===== src/rtl/shifter_pkg.sv =====
// rtl/shifter_pkg.sv - shared widths, FSM state type and step-width helper for seq_normalizer
package shifter_pkg;

  localparam int DATA_W = 32;
  localparam int CNT_W  = 6;
  localparam int STEP_W = 3;

  localparam logic [STEP_W-1:0] STEP_FIRST = 3'd4;

  typedef enum logic [1:0] {
    IDLE  = 2'd0,
    SHIFT = 2'd1,
    DONE  = 2'd2
  } state_e;

  function automatic logic [CNT_W-1:0] step_width(input logic [STEP_W-1:0] s);
    return CNT_W'(1) << s;
  endfunction

endpackage


===== src/rtl/seq_normalizer_norm_step.sv =====
// rtl/seq_normalizer_norm_step.sv - one normalization step: shift by 2^step when the top bits are redundant
module norm_step
  import shifter_pkg::*;
(
  input  logic [DATA_W-1:0] value_i,
  input  logic [STEP_W-1:0] step_i,
  input  logic              signed_i,
  output logic [DATA_W-1:0] value_o,
  output logic              hit_o
);

  logic [DATA_W-1:0] w;
  logic [DATA_W-1:0] top_u;
  logic [DATA_W-1:0] top_s;
  logic [DATA_W-1:0] ones;

  // Signed mode inspects w+1 bits so the sign bit survives the shift.
  always_comb begin
    w       = DATA_W'(1) << step_i;
    top_u   = value_i >> (DATA_W - w);
    top_s   = value_i >> (DATA_W - 1 - w);
    ones    = (DATA_W'(2) << w) - DATA_W'(1);
    hit_o   = signed_i ? ((top_s == '0) || (top_s == ones)) : (top_u == '0);
    value_o = hit_o ? (value_i << w) : value_i;
  end

endmodule


===== src/rtl/seq_normalizer.sv =====
// rtl/seq_normalizer.sv - sequential normalizer, fixed 5-cycle latency, valid/ready handshakes
// Signed (redundant sign bit) mode is built only when NORM_SIGNED_EN is defined.
module seq_normalizer
  import shifter_pkg::*;
(
  input  logic              clk,
  input  logic              rst,
  input  logic              in_valid,
  output logic              in_ready,
  input  logic [DATA_W-1:0] in,
  input  logic              mode,
  output logic              out_valid,
  input  logic              out_ready,
  output logic [DATA_W-1:0] out,
  output logic [CNT_W-1:0]  count,
  output logic              zero
);

  state_e            state_q;
  logic [DATA_W-1:0] work_q;
  logic [DATA_W-1:0] out_q;
  logic [DATA_W-1:0] step_value;
  logic [CNT_W-1:0]  acc_q;
  logic [CNT_W-1:0]  acc_d;
  logic [CNT_W-1:0]  count_q;
  logic [STEP_W-1:0] step_q;
  logic              mode_q;
  logic              mode_eff;
  logic              step_hit;
  logic              in_ready_q;
  logic              out_valid_q;
  logic              zero_q;

`ifdef NORM_SIGNED_EN
  assign mode_eff = mode;
`else
  logic unused_mode;
  assign unused_mode = mode;
  assign mode_eff    = 1'b0;
`endif

  norm_step u_step (
    .value_i  (work_q),
    .step_i   (step_q),
    .signed_i (mode_q),
    .value_o  (step_value),
    .hit_o    (step_hit)
  );

  assign acc_d = acc_q + (step_hit ? step_width(step_q) : '0);

  always_ff @(posedge clk) begin
    if (rst) begin
      state_q     <= IDLE;
      in_ready_q  <= 1'b1;
      out_valid_q <= 1'b0;
      out_q       <= '0;
      count_q     <= '0;
      zero_q      <= 1'b0;
      work_q      <= '0;
      acc_q       <= '0;
      step_q      <= '0;
      mode_q      <= 1'b0;
    end else begin
      case (state_q)
        IDLE: begin
          if (in_valid) begin
            work_q     <= in;
            mode_q     <= mode_eff;
            acc_q      <= '0;
            step_q     <= STEP_FIRST;
            in_ready_q <= 1'b0;
            state_q    <= SHIFT;
          end
        end
        SHIFT: begin
          work_q <= step_value;
          acc_q  <= acc_d;
          if (step_q == '0) begin
            out_q       <= step_value;
            // Shifts are lossless, so a zero result means a zero operand.
            zero_q      <= (step_value == '0);
            count_q     <= (!mode_q && step_value == '0) ? CNT_W'(DATA_W) : acc_d;
            out_valid_q <= 1'b1;
            state_q     <= DONE;
          end else begin
            step_q <= step_q - 1'b1;
          end
        end
        DONE: begin
          if (out_ready) begin
            out_valid_q <= 1'b0;
            in_ready_q  <= 1'b1;
            state_q     <= IDLE;
          end
        end
        default: begin
          out_valid_q <= 1'b0;
          in_ready_q  <= 1'b1;
          state_q     <= IDLE;
        end
      endcase
    end
  end

  assign in_ready  = in_ready_q;
  assign out_valid = out_valid_q;
  assign out       = out_q;
  assign count     = count_q;
  assign zero      = zero_q;

endmodule


===== config.mk =====
export PLATFORM = sky130hd
export DESIGN_NAME = seq_normalizer
export DESIGN_NICKNAME = d
export VERILOG_FILES = /design/src/rtl/shifter_pkg.sv /design/src/rtl/seq_normalizer_norm_step.sv /design/src/rtl/seq_normalizer.sv
export SDC_FILE = /design/constraint.sdc
export NUM_CORES = 1
export LEC_CHECK = 0
export ABC_AREA = 1
export CORE_ASPECT_RATIO = 1.25
export CORE_MARGIN = 2
export CORE_UTILIZATION = 30
export DETAILED_ROUTE_END_ITERATION = 8
export PLACE_DENSITY = 0.56
export SYNTH_ARGS = -nofsm -noshare
export SYNTH_HDL_FRONTEND = slang
export SYNTH_SLANG_ARGS = --single-unit
export TNS_END_PERCENT = 50

===== constraint.sdc =====
create_clock -name clk -period 6.75 [get_ports clk]
set_clock_uncertainty 0.1 [all_clocks]
set_input_delay 0.675 -clock clk [delete_from_list [all_inputs] [get_ports clk]]
set_output_delay 0.675 -clock clk [all_outputs]
set_load 0.1 [all_outputs]

==> results_dict.tcl <==
set metrics [dict create \
    crit_arrival_ns 5.82 \
    synth_edf_count 0 \
    ys_warn_count 0 \
    synthMuxAreaShare_pct 0.277 \
    insertion_delay_ns 0.34 \
    grt_pass1_wl_microns 41100 \
    p_leak_nw 3.77 \
    vias_per_cell 5.12 \
    setup_viol 0 \
    die_area_sq_um 25400 \
    synth.distinct_cells 41 \
    path_common_cell "nand2_1" \
    layout_commonest_cell "nand2_1" \
    drt_iter0_drc 643 \
    routed_wirelength_microns 25200 \
    placed_cell_area_sq_um 8170 \
    end_kind "flop" \
    design_area_sq_um 8430 \
    gpl.final_weighted_congestion 0.922 \
    post-dp-hpwl_microns 18500 \
    post-cts-setup-buffer-count 0 \
    hold_depth 1 \
    fmax_mhz 177 \
    drt-wirelength-per-cell_microns 15.6 \
    path_max_fanout 24 \
    fin_nets 1334 \
    cpPeakStageDelay_ns 0.41 \
    avgSynthCellArea_sq_um 5.74 \
    ys_ff_latch 84 \
    port_buffers 76 \
    cap_violations 0 \
    tns_ns 0 \
    drc 0 \
    ir_worst_vdd_mv 0.248 \
    r2r_cells 37 \
    netlist_area_sq_um 7240 \
    path_clk_slew_ns 0.07 \
    hold_path_startpoint "out_valid" \
    grt_pass1_vias 8019 \
    fin_crit_ns 5.65 \
    post_route_cells_drive_above_1_share_pct 4.58 \
    grt_start_max_net_pins 79 \
    rows 63 \
    cp_slowest_cell "ha_1" \
    postLayoutCoreUtil_pct 35.5 \
    tritoncts "yes" \
    rsz0062_at_grt "false" \
    grt_util_all_layers_pct 20.1 \
    r2r_slack_ns 1.10 \
    cts.path.max_buffers 2 \
    hold_path.class "reg2reg" \
    worstSetupPathType "reg2reg" \
    finalMaxSlewViolations 0 \
    postRouteAntennaNets 0 \
    status "finished, final reports clean" \
    area_growth_pct 16.4 \
    post_cts_resized 0 \
    antenna_found_initial 0 \
    worst_pin_slew_ns 1.03 \
    cts.sinks 84 \
    synth-compound-area-share_pct 17.9 \
    async_reset_ff_share_pct 0 \
    io_pins 78 \
    die_w_microns 143 \
    powerDensity_nw_per_um2 370 \
    reg2reg_to "acc_q[5]" \
    post-route-period-util_pct 83.8 \
    initial_core_util_pct 30.5 \
    synth_top_family_by_area "simple AND/OR/NAND/NOR gates" \
    synth_flop_cell "dfxtp_1" \
    grt_overflow 0 \
    syn-num-nets 1312 \
    endpoint "acc_q[5]" \
    synth_cells 1262 \
    ys_seq_area_share_pct 23.2 \
    post_cts_hold_buffer_count 0 \
    slew-limit-headroom_pct 31.5 \
    core-area_sq_um 23700 \
    final_cell_mix "453 x nand2_1, 166 x nand3_1, 91 x inv_1" \
    h-tree-depth 3 \
    hold_viol_final 0 \
    fin_hold_ws_ns 0.368 \
    die_h_microns 178 \
    critPathLaunch "step_q[0]" \
    num_antenna_cells 0 \
    synthAdderAreaFrac_pct 2.35 \
    synthSimpleGateAreaFrac_pct 45.0 \
    via_count 8270 \
    synth_xor_xnor_area_share_pct 0.847 \
    r2r_start "step_q[0]" \
    crit_path_start_kind "flop" \
    root_buffer "clkbuf_16" \
    cts_inserted_buffers 9 \
    required_ns 6.91 \
    first_pass_iters 6 \
]
worst min-delay path by stage:
stage	to	slack, ns
floorplan	acc_q[2]	0.35
global placement	out_valid	0.35
detailed placement	out_valid	0.36
CTS	acc_q[0]	0.37
global route	in_ready	0.39
finish	out_valid	0.37
worst max-delay path: cells and delay by family, from the launching register on:
| family | cells | cell delay (ns) |
|---|---|---|
| buffers and inverters | 6 | 1.00 |
| flip-flops | 1 | 0.33 |
| adder cells (fa/ha/maj) | 3 | 1.02 |
| AND/OR/NAND/NOR | 21 | 2.12 |
| AO/OA/AOI/OAI | 5 | 0.67 |
| XOR/XNOR | 2 | 0.29 |
Yosys cell counts, drive strengths merged, types with 3 or more instances:
cell | count | area [sq um]
and2 | 3 | 18.8
o21ai | 73 | 365
nand4 | 19 | 119
clkbuf | 53 | 199
o2111ai | 5 | 43.8
inv | 93 | 352
or2 | 8 | 50.1
xor2 | 7 | 61.3
nand2 | 460 | 1750
nand3 | 167 | 841
nand3b | 17 | 128
ha | 12 | 150
nor2 | 78 | 323
buf | 32 | 199
a21oi | 59 | 295
dfxtp | 84 | 1680
o211ai | 40 | 300
nor3 | 3 | 15.0
a31oi | 30 | 188
a211oi | 3 | 22.5
state kept, by name, summed over array words and instances, names as in the netlist:
signal,flops
acc_q,6
out_valid,1
step_q,3
zero,1
out,32
in_ready,1
count,6
work_q,32
state_q,2
layer usage:
metal,vias up,share of wire [%],track usage (%)
li1,4235,-,-
met1,3773,46,26.4
met2,223,47,34.0
met3,39,3.8,2.00
met4,0,2.8,7.10
met5,-,0,0
area by class of cell:
type	instances	area (sq um)
fillers	2668	15300
repair buffers	96	906
flip-flops and latches	84	1680
clock inverters	4	26.3
multi-input cells	998	4810
clock buffers	12	236
inverters	95	359
well taps	325	407
through the flow:
step	power, mW	worst slack, ns	instances
global route	3.40	0.516	1614
detailed placement	2.66	1.13	1598
finish	3.12	1.10	1614
floorplan	2.17	1.64	1262
global placement	2.65	1.19	1598
CTS	3.12	1.09	1614
where the power goes:
part,internal [mW],switching (mW)
combinational,0.599,1.44
sequential,0.563,0.0673
clock,0.249,0.204
cells by family after synthesis:
kind of cell / after synthesis
flops: 84
buf+inv: 180
compound gates: 220
xor+xnor: 7
fa+ha+maj: 13
mux: 2
simple gates: 756
Note: power is estimated with default switching activity, not from simulation.
